===== config.mk =====
export PLATFORM = sky130hd
export DESIGN_NAME = mipi_dphy_tx_burst_seq_flat
export DESIGN_NICKNAME = d
export VERILOG_FILES = /design/src/rtl/mipi_dphy_tx_burst_seq_if.sv /design/src/rtl/mipi_dphy_tx_burst_seq.sv /design/src/flat_wrapper.sv
export SDC_FILE = /design/constraint.sdc
export NUM_CORES = 1
export LEC_CHECK = 0
export BUFFER_PORTS_ARGS = -buffer_cell sky130_fd_sc_hd__buf_4
export CAP_MARGIN = 20
export CORE_AREA = 3 3 82 84
export DETAILED_ROUTE_END_ITERATION = 8
export DIE_AREA = 0 0 85 87
export GPL_TIMING_DRIVEN = 0
export PLACE_DENSITY_LB_ADDON = 0.05
export SLEW_MARGIN = 20
export SYNTH_ARGS = -nofsm -noshare
export SYNTH_HDL_FRONTEND = slang
export SYNTH_SLANG_ARGS = --single-unit

===== constraint.sdc =====
create_clock -name clk -period 3.19 [get_ports clk]
set_input_delay 0.319 -clock clk [delete_from_list [all_inputs] [get_ports clk]]
set_output_delay 0.319 -clock clk [all_outputs]
set_load 0.02 [all_outputs]

===== src/rtl/mipi_dphy_tx_burst_seq_if.sv =====
// Lane-parallel byte stream from the packetiser into the D-PHY TX sequencer.
// One beat carries one byte per data lane.
interface mipi_dphy_tx_burst_seq_if #(
   parameter int LANES = 4
);
   logic [8*LANES-1:0] s_data;
   logic               s_valid;
   logic               s_last;
   logic               s_ready;

   modport master (
      output s_data, s_valid, s_last,
      input  s_ready
   );

   modport slave (
      input  s_data, s_valid, s_last,
      output s_ready
   );
endinterface


===== src/rtl/mipi_dphy_tx_burst_seq.sv =====
// D-PHY TX burst sequencer: LP-11 -> LP-01 -> LP-00 -> HS-zero -> sync
// -> payload -> trailer -> LP-11 for one clock lane and LANES data lanes.
module mipi_dphy_tx_burst_seq #(
   parameter int LANES      = 4,
   parameter int T_LPX      = 4,
   parameter int T_PREP     = 4,
   parameter int T_ZERO     = 10,
   parameter int T_CLK_PRE  = 4,
   parameter int T_TRAIL    = 6,
   parameter int T_CLK_POST = 8
) (
   input  logic                   clk,
   input  logic                   rst,
   mipi_dphy_tx_burst_seq_if.slave s,
   output logic                   busy,
   output logic                   underrun,
   output logic                   clk_lp_p_out,
   output logic                   clk_lp_n_out,
   output logic                   clk_lp_oe,
   output logic                   clk_hs_oe,
   output logic                   clk_hs_run,
   output logic [8*LANES-1:0]     d_hs_out,
   output logic                   d_hs_oe,
   output logic [LANES-1:0]       d_lp_p_out,
   output logic [LANES-1:0]       d_lp_n_out,
   output logic [LANES-1:0]       d_lp_oe
);
   typedef enum logic [3:0] {
      IDLE, C_LP01, C_LP00, C_ZERO, C_PRE,
      D_LP01, D_LP00, D_ZERO, D_SYNC, PAYLOAD,
      D_TRAIL, D_EXIT, C_POST, C_TRAIL, C_EXIT
   } state_t;

   localparam logic [8*LANES-1:0] SYNC = {LANES{8'hB8}};

   state_t             state, state_nx;
   logic [7:0]         cnt, cnt_nx;
   logic               done, accept;
   logic [LANES-1:0]   last_b7, b7_nx;
   logic [8*LANES-1:0] trail, d_out;
   logic               c_p, c_n, c_oe, c_hs, c_run;
   logic               d_p, d_n, d_oe, d_hs, ur_nx;

   function automatic logic [7:0] dur(input state_t st);
      case (st)
         C_LP01, D_LP01:          dur = 8'(T_LPX);
         C_LP00, D_LP00:          dur = 8'(T_PREP);
         C_ZERO, D_ZERO, C_TRAIL: dur = 8'(T_ZERO);
         C_PRE:                   dur = 8'(T_CLK_PRE);
         D_TRAIL:                 dur = 8'(T_TRAIL);
         C_POST:                  dur = 8'(T_CLK_POST);
         default:                 dur = 8'd1;
      endcase
   endfunction

   assign done      = (cnt == 8'd0);
   assign accept    = (state == PAYLOAD) && s.s_valid;
   assign s.s_ready = (state == PAYLOAD);
   assign busy      = (state != IDLE);

   // Trailer drives the inverse of the last serialised bit on each lane
   always_comb begin
      trail = '0;
      b7_nx = last_b7;
      for (int k = 0; k < LANES; k++) begin
         trail[8*k +: 8] = {8{~last_b7[k]}};
         if (accept) b7_nx[k] = s.s_data[8*k+7];
      end
      if (state == D_SYNC) b7_nx = '1;
   end

   always_comb begin
      state_nx = state;
      case (state)
         IDLE:    if (s.s_valid) state_nx = C_LP01;
         C_LP01:  if (done) state_nx = C_LP00;
         C_LP00:  if (done) state_nx = C_ZERO;
         C_ZERO:  if (done) state_nx = C_PRE;
         C_PRE:   if (done) state_nx = D_LP01;
         D_LP01:  if (done) state_nx = D_LP00;
         D_LP00:  if (done) state_nx = D_ZERO;
         D_ZERO:  if (done) state_nx = D_SYNC;
         D_SYNC:  if (done) state_nx = PAYLOAD;
         PAYLOAD: if (!s.s_valid || s.s_last) state_nx = D_TRAIL;
         D_TRAIL: if (done) state_nx = D_EXIT;
         D_EXIT:  if (done) state_nx = C_POST;
         C_POST:  if (done) state_nx = C_TRAIL;
         C_TRAIL: if (done) state_nx = C_EXIT;
         C_EXIT:  if (done) state_nx = IDLE;
         default: state_nx = IDLE;
      endcase
      cnt_nx = done ? 8'd0 : cnt - 8'd1;
      if (state_nx != state) cnt_nx = dur(state_nx) - 8'd1;
   end

   always_comb begin
      c_p = 1'b1; c_n = 1'b1; c_oe = 1'b1; c_hs = 1'b0; c_run = 1'b0;
      d_p = 1'b1; d_n = 1'b1; d_oe = 1'b1; d_hs = 1'b0; d_out = '0;
      ur_nx = (state == PAYLOAD) && !s.s_valid;
      case (state)
         C_LP01: c_p = 1'b0;
         C_LP00: begin c_p = 1'b0; c_n = 1'b0; end
         C_ZERO, C_TRAIL: begin
            c_p = 1'b0; c_n = 1'b0; c_oe = 1'b0; c_hs = 1'b1;
         end
         C_PRE, D_LP01, D_LP00, D_ZERO, D_SYNC,
         PAYLOAD, D_TRAIL, D_EXIT, C_POST: begin
            c_p = 1'b0; c_n = 1'b0; c_oe = 1'b0;
            c_hs = 1'b1; c_run = 1'b1;
         end
         default: ;
      endcase
      case (state)
         D_LP01: d_p = 1'b0;
         D_LP00: begin d_p = 1'b0; d_n = 1'b0; end
         D_ZERO, D_SYNC, PAYLOAD, D_TRAIL: begin
            d_p = 1'b0; d_n = 1'b0; d_oe = 1'b0; d_hs = 1'b1;
         end
         default: ;
      endcase
      case (state)
         D_SYNC:  d_out = SYNC;
         PAYLOAD: d_out = accept ? s.s_data : trail;
         D_TRAIL: d_out = trail;
         default: d_out = '0;
      endcase
   end

   always_ff @(posedge clk) begin
      if (rst) begin
         state        <= IDLE;
         cnt          <= 8'd0;
         last_b7      <= '1;
         underrun     <= 1'b0;
         clk_lp_p_out <= 1'b1;
         clk_lp_n_out <= 1'b1;
         clk_lp_oe    <= 1'b1;
         clk_hs_oe    <= 1'b0;
         clk_hs_run   <= 1'b0;
         d_hs_out     <= '0;
         d_hs_oe      <= 1'b0;
         d_lp_p_out   <= '1;
         d_lp_n_out   <= '1;
         d_lp_oe      <= '1;
      end else begin
         state        <= state_nx;
         cnt          <= cnt_nx;
         last_b7      <= b7_nx;
         underrun     <= ur_nx;
         clk_lp_p_out <= c_p;
         clk_lp_n_out <= c_n;
         clk_lp_oe    <= c_oe;
         clk_hs_oe    <= c_hs;
         clk_hs_run   <= c_run;
         d_hs_out     <= d_out;
         d_hs_oe      <= d_hs;
         d_lp_p_out   <= {LANES{d_p}};
         d_lp_n_out   <= {LANES{d_n}};
         d_lp_oe      <= {LANES{d_oe}};
      end
   end
endmodule


===== src/flat_wrapper.sv =====
// flat-port wrapper written by rule: the top's interface ports become plain ports
module mipi_dphy_tx_burst_seq_flat 
#(
   parameter int LANES      = 4,
   parameter int T_LPX      = 4,
   parameter int T_PREP     = 4,
   parameter int T_ZERO     = 10,
   parameter int T_CLK_PRE  = 4,
   parameter int T_TRAIL    = 6,
   parameter int T_CLK_POST = 8
)
  (clk, rst, busy, underrun, clk_lp_p_out, clk_lp_n_out, clk_lp_oe, clk_hs_oe, clk_hs_run, d_hs_out, d_hs_oe, d_lp_p_out, d_lp_n_out, d_lp_oe, s_s_data, s_s_valid, s_s_last, s_s_ready);
  mipi_dphy_tx_burst_seq_if #(.LANES(LANES)) s_i ();
  input  logic clk;
  input  logic rst;
  output logic busy;
  output logic underrun;
  output logic clk_lp_p_out;
  output logic clk_lp_n_out;
  output logic clk_lp_oe;
  output logic clk_hs_oe;
  output logic clk_hs_run;
  output logic [8*LANES-1:0] d_hs_out;
  output logic d_hs_oe;
  output logic [LANES-1:0] d_lp_p_out;
  output logic [LANES-1:0] d_lp_n_out;
  output logic [LANES-1:0] d_lp_oe;
  input wire logic [$bits(s_i.s_data)-1:0] s_s_data;
  input wire logic [$bits(s_i.s_valid)-1:0] s_s_valid;
  input wire logic [$bits(s_i.s_last)-1:0] s_s_last;
  output wire logic [$bits(s_i.s_ready)-1:0] s_s_ready;
  assign s_i.s_data = s_s_data;
  assign s_i.s_valid = s_s_valid;
  assign s_i.s_last = s_s_last;
  assign s_s_ready = s_i.s_ready;
  mipi_dphy_tx_burst_seq #(.LANES(LANES), .T_LPX(T_LPX), .T_PREP(T_PREP), .T_ZERO(T_ZERO), .T_CLK_PRE(T_CLK_PRE), .T_TRAIL(T_TRAIL), .T_CLK_POST(T_CLK_POST)) u_core (.clk(clk), .rst(rst), .s(s_i), .busy(busy), .underrun(underrun), .clk_lp_p_out(clk_lp_p_out), .clk_lp_n_out(clk_lp_n_out), .clk_lp_oe(clk_lp_oe), .clk_hs_oe(clk_hs_oe), .clk_hs_run(clk_hs_run), .d_hs_out(d_hs_out), .d_hs_oe(d_hs_oe), .d_lp_p_out(d_lp_p_out), .d_lp_n_out(d_lp_n_out), .d_lp_oe(d_lp_oe));
endmodule

# [Word level (Yosys, flattened, before mapping)]
# Memories as Yosys holds them, arrays and structs flattened.
# Cells that the tools add are included.
[totals] register_bits=58 mem_bits_ro=64 out_inout_bits=53 wordCells=81 memories=1
[mem_list] memory="(no name shown)" words=16 word_bits=4 read_ports=1 rd_ports_with_merged_regs=0 wr=0 line="mipi_dphy_tx_burst_seq.sv:45" rtl="case (st)"
[classes] n_addsub=2 eq_ne=15 muxes=30 bitwise_logic=4 n_reduce_logical=15
[op_table] op="32-bit one-hot mux with 3 select lines" n=1
[op_table] op="4-bit 2-to-1 mux" n=15
[op_table] op="4-bit one-hot mux with 15 select lines" n=1
[op_table] op="32-bit 2-to-1 mux" n=1
[op_table] op="4-bit equality test, second input constant" n=7
[op_table] op="8-bit 2-to-1 mux" n=3
[op_table] op="4-bit by 3-bit equality test with 1-bit output, second input constant" n=4
[op_table] op="8-bit by 1-bit subtractor with 8-bit output, second input constant" n=2
[op_table] op="13-bit OR reduction" n=1
[op_table] op="12-bit OR reduction" n=1
[op_table] op="11-bit OR reduction" n=1
[op_table] op="1-bit 2-to-1 mux" n=9
[op_table] op="9-bit OR reduction" n=1
[op_table] op="4-bit by 2-bit equality test with 1-bit output, second input constant" n=2
[op_table] op="8-bit zero test" n=1
[op_table] op="6-bit OR reduction" n=1
[op_table] op="5-bit OR reduction" n=1
[op_table] op="4-bit by 1-bit equality test with 1-bit output, second input constant" n=1
[op_table] op="4-bit zero test" n=1
[op_table] op="4-bit inequality test" n=1
[op_table] op="1-bit inverter" n=4
[op_table] op="4-bit nonzero test" n=1
[op_table] op="4-bit OR reduction" n=1
[op_table] op="1-bit logical AND" n=2
[op_table] op="3 further kinds" n=3

# [Logic depth before layout (Yosys ltp)]
[depth] depth_word=8 ltp_mapped=18 mapped_depth_nobuf=17

# [Worst setup path after synthesis]
# OpenSTA, ideal clock, no wires.
[synth_path] path_kind="reg2reg" from="register u_core.cnt[0]" to="register u_core.cnt[3]" setup_ps=65 arrival_time_ps=3028 t_required_ps=3125 slack_ps=97 stages_incl_launch_ff=18 n_path_buf=0 path_cell_list="dfxtp_1 -> inv_1 -> ha_1 -> nor3b_2 -> nand2_2 -> o311ai_2 -> inv_1 -> ha_1 -> a211o_1 -> nand2_1 -> a211oi_1 -> o22ai_1 -> a21boi_1 -> and2_1 -> ha_1 -> nor2_1 -> a31oi_1 -> nor2_1"
[synth_between] elab_chain_cells=7 elab_cells_between_ends=22 classes_between="add/sub (2); eq/ne (1); mux (17); reduce/logical (1); memory (1)"
[synth_lines] item="start: declaration" line="mipi_dphy_tx_burst_seq.sv:37" rtl="logic [7:0] cnt, cnt_nx;"
[synth_lines] item="start signal: assignment" line="mipi_dphy_tx_burst_seq.sv:147" rtl="cnt <= cnt_nx;"
[synth_lines] item="8-bit zero test" line="mipi_dphy_tx_burst_seq.sv:56" rtl="assign done = (cnt == 8'd0);"
[synth_lines] item="4-bit 2-to-1 mux, or another cell as far along" line="mipi_dphy_tx_burst_seq.sv:89" rtl="C_EXIT: if (done) state_nx = IDLE;"
[synth_lines] item="4-bit one-hot mux with 15 select lines" line="mipi_dphy_tx_burst_seq.sv:74" rtl="case (state)"
[synth_lines] item="memory read 16 x 4 bit"
[synth_lines] item="8-bit 2-to-1 mux" line="mipi_dphy_tx_burst_seq.sv:93" rtl="if (state_nx != state) cnt_nx = dur(state_nx) - 8'd1;"
[synth_lines] item="8-bit by 1-bit subtractor with 8-bit output" line="mipi_dphy_tx_burst_seq.sv:93"
[synth_lines] item="8-bit 2-to-1 mux *" line="mipi_dphy_tx_burst_seq.sv:93"
# Mark *: on every way between the ends. The rest lies on a longest branch, timed or not. The select of a mux whose other input is x is not followed.
# A chain may end at the register's enable or synchronous reset.

# [Worst setup path after layout]
[layout_path] from="register u_core.cnt[3]" to="register u_core.cnt[2]"
[layout_between] elab_chain_cells=7 elab_cells_between_ends=21 classes_between="add/sub (1); eq/ne (1); mux (17); reduce/logical (1); memory (1)"
[layout_lines] item="8-bit zero test *" line="mipi_dphy_tx_burst_seq.sv:56"
[layout_lines] item="4-bit 2-to-1 mux, or another cell as far along" line="mipi_dphy_tx_burst_seq.sv:89"
[layout_lines] item="4-bit one-hot mux with 15 select lines" line="mipi_dphy_tx_burst_seq.sv:74"
[layout_lines] item="memory read 16 x 4 bit"
[layout_lines] item="8-bit 2-to-1 mux" line="mipi_dphy_tx_burst_seq.sv:93"
[layout_lines] item="8-bit by 1-bit subtractor with 8-bit output" line="mipi_dphy_tx_burst_seq.sv:93"
[layout_lines] item="8-bit 2-to-1 mux *" line="mipi_dphy_tx_burst_seq.sv:93"
# Marked as above.

==> qor.csv <==
metric,value,unit
status,"complete, no violations",
CP bufs+invs,4,
Slew headroom,0.517,
post-synth top area share,0.419,
Achievable Freq,0.322,GHz
CTS Buffer Depth,2,
most used routing layer,met2,
DR vias/cell,5.39,
"Seq/Total Area, Yosys",0.419,
Initial Util,0.463,
largest net degree at the start of global routing,11,
path depth of the worst reg2reg path,14,
cts hold-fix bufs,0,
Setup CP Type,flop to flop,
"slowest stage cell, crit path",or4_4,
Leakage,1.70,nW
routed length per placed instance,15.3,um
CP max FO,6,
Max Cap Viol,0,
CP max stage delay,530,ps
layout cells sized above 1,0.385,
HPWL Detailed,5740,um
Root Driver,clkbuf_8,
syn nets,381,
number of buffers added on ports,88,
CORE AREA,5990,um^2
Skew-Pair Late Insertion Delay,340,ps
Hold Path Cell Cnt,3,
TritonCTS clock tree,done,
Area after DPL,3530,um^2
final count of hold timing violations,0,
met1 usage,0.272,
skew final,5.64,ps
chip width,85,um
Post-Place Setup Slack,-498,ps
Crit path depth,14,
unique cell type count in the Yosys netlist,57,
syn avg cell area,8.22,um^2
CTS Sinks,58,
Max VDD drop,0.655,mV
met2 Usage GRT,0.356,
post-route clock period utilization,0.975,
setup_tns,0,ps
row count,28,
TritonRoute pass-1 iters,4,
fin nets,494,
Crit. End Element,flop,
Area contributors post-synth,"dfxtp_1 (42%), a21oi_1 (8.3%), o21ai_0 (5.6%)",
fin util,0.673,
met3 usage,0.0757,
Worst-path clk slew,70,ps
unrepaired setup endpoints after global routing,true,
"Arr. time, crit path",3340,ps
initial antenna violation count,0,
Antenna diodes,0,
GR Overflow Total,0,
asr flop ratio synth,0,
Final Critical Period,3110,ps
overall global routing resource usage,0.218,
Final WS setup,79.7,ps
Gate Count Post-Synth,337,
initial DRC count,171,
yosys warns,0,
count of pins over their slew limit,0,
Layout Area Growth over Synthesis,45.5,%
worst slew pin tran,716,ps
Setup Viol. Count Final,0,
DR DRC count,0,
Die ar.,7400,um^2
Yosys top cell by area,dfxtp_1,
cells along the critical path,or4_4 > buf_6 > o211ai_4 > o311ai_4 > inv_2 > ha_4 > o31ai_1 > a211oi_2 > o22ai_2 > buf_4 > buf_4 > ha_1 > xnor2_1 > a22o_1,
Die H,87,um
top_reg_cell synth,dfxtp_1,
antenna-violating nets left,0,
first-pass GRT wire length,12900,um
flop and latch count out of synthesis,58,
synthesized cell area,2770,um^2
# IOs,89,
H-tree lvl count,3,
power density over the cells,837,nW/um^2
Post-Route WL,8090,um
vias in the first global route,2724,
Worst EP required,3420,ps
detailed-route via count,2857,
RePlAce Congestion,0.912,
CTS buffer count,9,
Critical Path Start Type,flop,
"delay-heaviest family, CP",compound AO/OA/AOI/OAI gates,
Hold Crit Class,input pin to flop,
design area,4030,um^2
Post-synth EDFFs,0,
"Top cell by count, worst path",buf_4,
## flip-flops by register name, indices dropped and copies added (netlist names), 4 cells and up
signal / count
u_core.last_b7: 4
u_core.d_hs_out: 32
u_core.state: 4
u_core.cnt: 8
## Yosys cell counts (2+ instances only)
| master | count |
|---|---|
| or4_1 | 4 |
| xor2_1 | 2 |
| buf_4 | 9 |
| nand4b_1 | 2 |
| a211oi_1 | 2 |
| xnor2_1 | 3 |
| dfxtp_1 | 58 |
| and3_1 | 6 |
| ha_1 | 8 |
| a21o_1 | 3 |
| nor2b_1 | 4 |
| o21ai_0 | 31 |
| nor2_1 | 31 |
| a31oi_1 | 5 |
| clkbuf_1 | 15 |
| o31ai_1 | 2 |
| a21oi_1 | 46 |
| inv_1 | 10 |
| nand2_1 | 38 |
| and2_1 | 3 |
| buf_2 | 4 |
| or3_1 | 2 |
| nand3_1 | 7 |
| nor3_1 | 6 |
| a21oi_2 | 2 |
| nand2b_1 | 3 |
## area by class of cell
| class | instances | area (um^2) |
|---|---|---|
| Buffer | 26 | 148 |
| Inverter | 10 | 37.5 |
| Fill cell | 535 | 1960 |
| Sequential cell | 58 | 1170 |
| Tap cell | 75 | 93.8 |
| Timing Repair Buffer | 104 | 788 |
| Multi-Input combinational cell | 241 | 1560 |
| Clock inverter | 4 | 72.6 |
| Clock buffer | 12 | 165 |
## where the power goes
part,total [mW],internal [mW],switching [mW]
sequential,0.878,0.792,0.0857
combinational,1.70,0.830,0.867
clock,0.798,0.502,0.296
total,3.37,2.12,1.25
## path summary, 6_finish.rpt
| kind | from | endpoint | slack [ps] |
|---|---|---|---|
| hold / removal | s_s_data[23] | u_core.last_b7[2]$_SDFFE_PP1P_ | 200 |
| hold reg to reg | u_core.last_b7[0]$_SDFFE_PP1P_ | u_core.last_b7[0]$_SDFFE_PP1P_ | 480 |
| setup reg to reg | u_core.cnt[3]$_SDFF_PP0_ | u_core.cnt[2]$_SDFF_PP0_ | 80 |
| setup / recovery | u_core.cnt[3]$_SDFF_PP0_ | u_core.cnt[2]$_SDFF_PP0_ | 80 |
## cell usage in the layout, fill, tap and decap left out, types with 3 or more instances in the layout
master    count
a21o_1        3
a21oi_1      46
a31oi_1       5
and3_1        6
buf_2         3
buf_4       112
buf_6         3
clkbuf_1     11
clkbuf_8     12
dfxtp_1      53
dfxtp_2       4
ha_1          4
ha_4          3
inv_1         6
inv_2         4
nand2_1      38
nand2b_1      3
nand3_1       6
nor2_1       30
nor2b_1       3
nor3_1        6
o21ai_0      31
or4_1         3
xnor2_1       3
## metal layers
| layer | up-vias | wire length, um | part of all wire |
|---|---|---|---|
| met1 | 1333 | 3450 | 0.43 |
| met2 | 104 | 3940 | 0.49 |
| li1 | 1409 | - | - |
| met3 | 11 | 612 | 0.076 |
| met5 | - | 0 | 0 |
| met4 | 0 | 87 | 0.011 |
## per-stage QoR
step | cells | power [mW] | hold WS, ps
floorplan | 337 | 1.77 | 398
global placement | 500 | 2.06 | 461
detailed placement | 500 | 2.08 | 468
CTS | 517 | 3.06 | 194
global route | 530 | 3.55 | 205
finish | 530 | 3.37 | 195
## worst register-to-register path, delay by kind of cell, from the launching register on
family,cells,cell delay (ps)
xor gates and xnor gates,1,140
DFF,1,360
adders and majority gates,2,350
AOI/OAI and AO/OA,6,1060
buffers and inverters,4,540
and+or+nand+nor,1,530
## kinds of logic after synthesis
| group | count (synthesis) | share of synthesized area |
|---|---|---|
| simple gates | 119 | 0.223 |
| compound gates | 108 | 0.237 |
| flops | 58 | 0.419 |
| buf+inv | 38 | 0.0655 |
| fa+ha+maj | 8 | 0.0361 |
| xor+xnor | 5 | 0.0158 |
| mux | 1 | 0.00361 |
## timing repair
item | 4_1_cts | 5_1_grt
setup buffers | 3 | 13
pin swaps | 6 | 13
resized for setup | 20 | 23
setup endpoints to repair | 7 | 6
(Power assumes the default switching activity.)
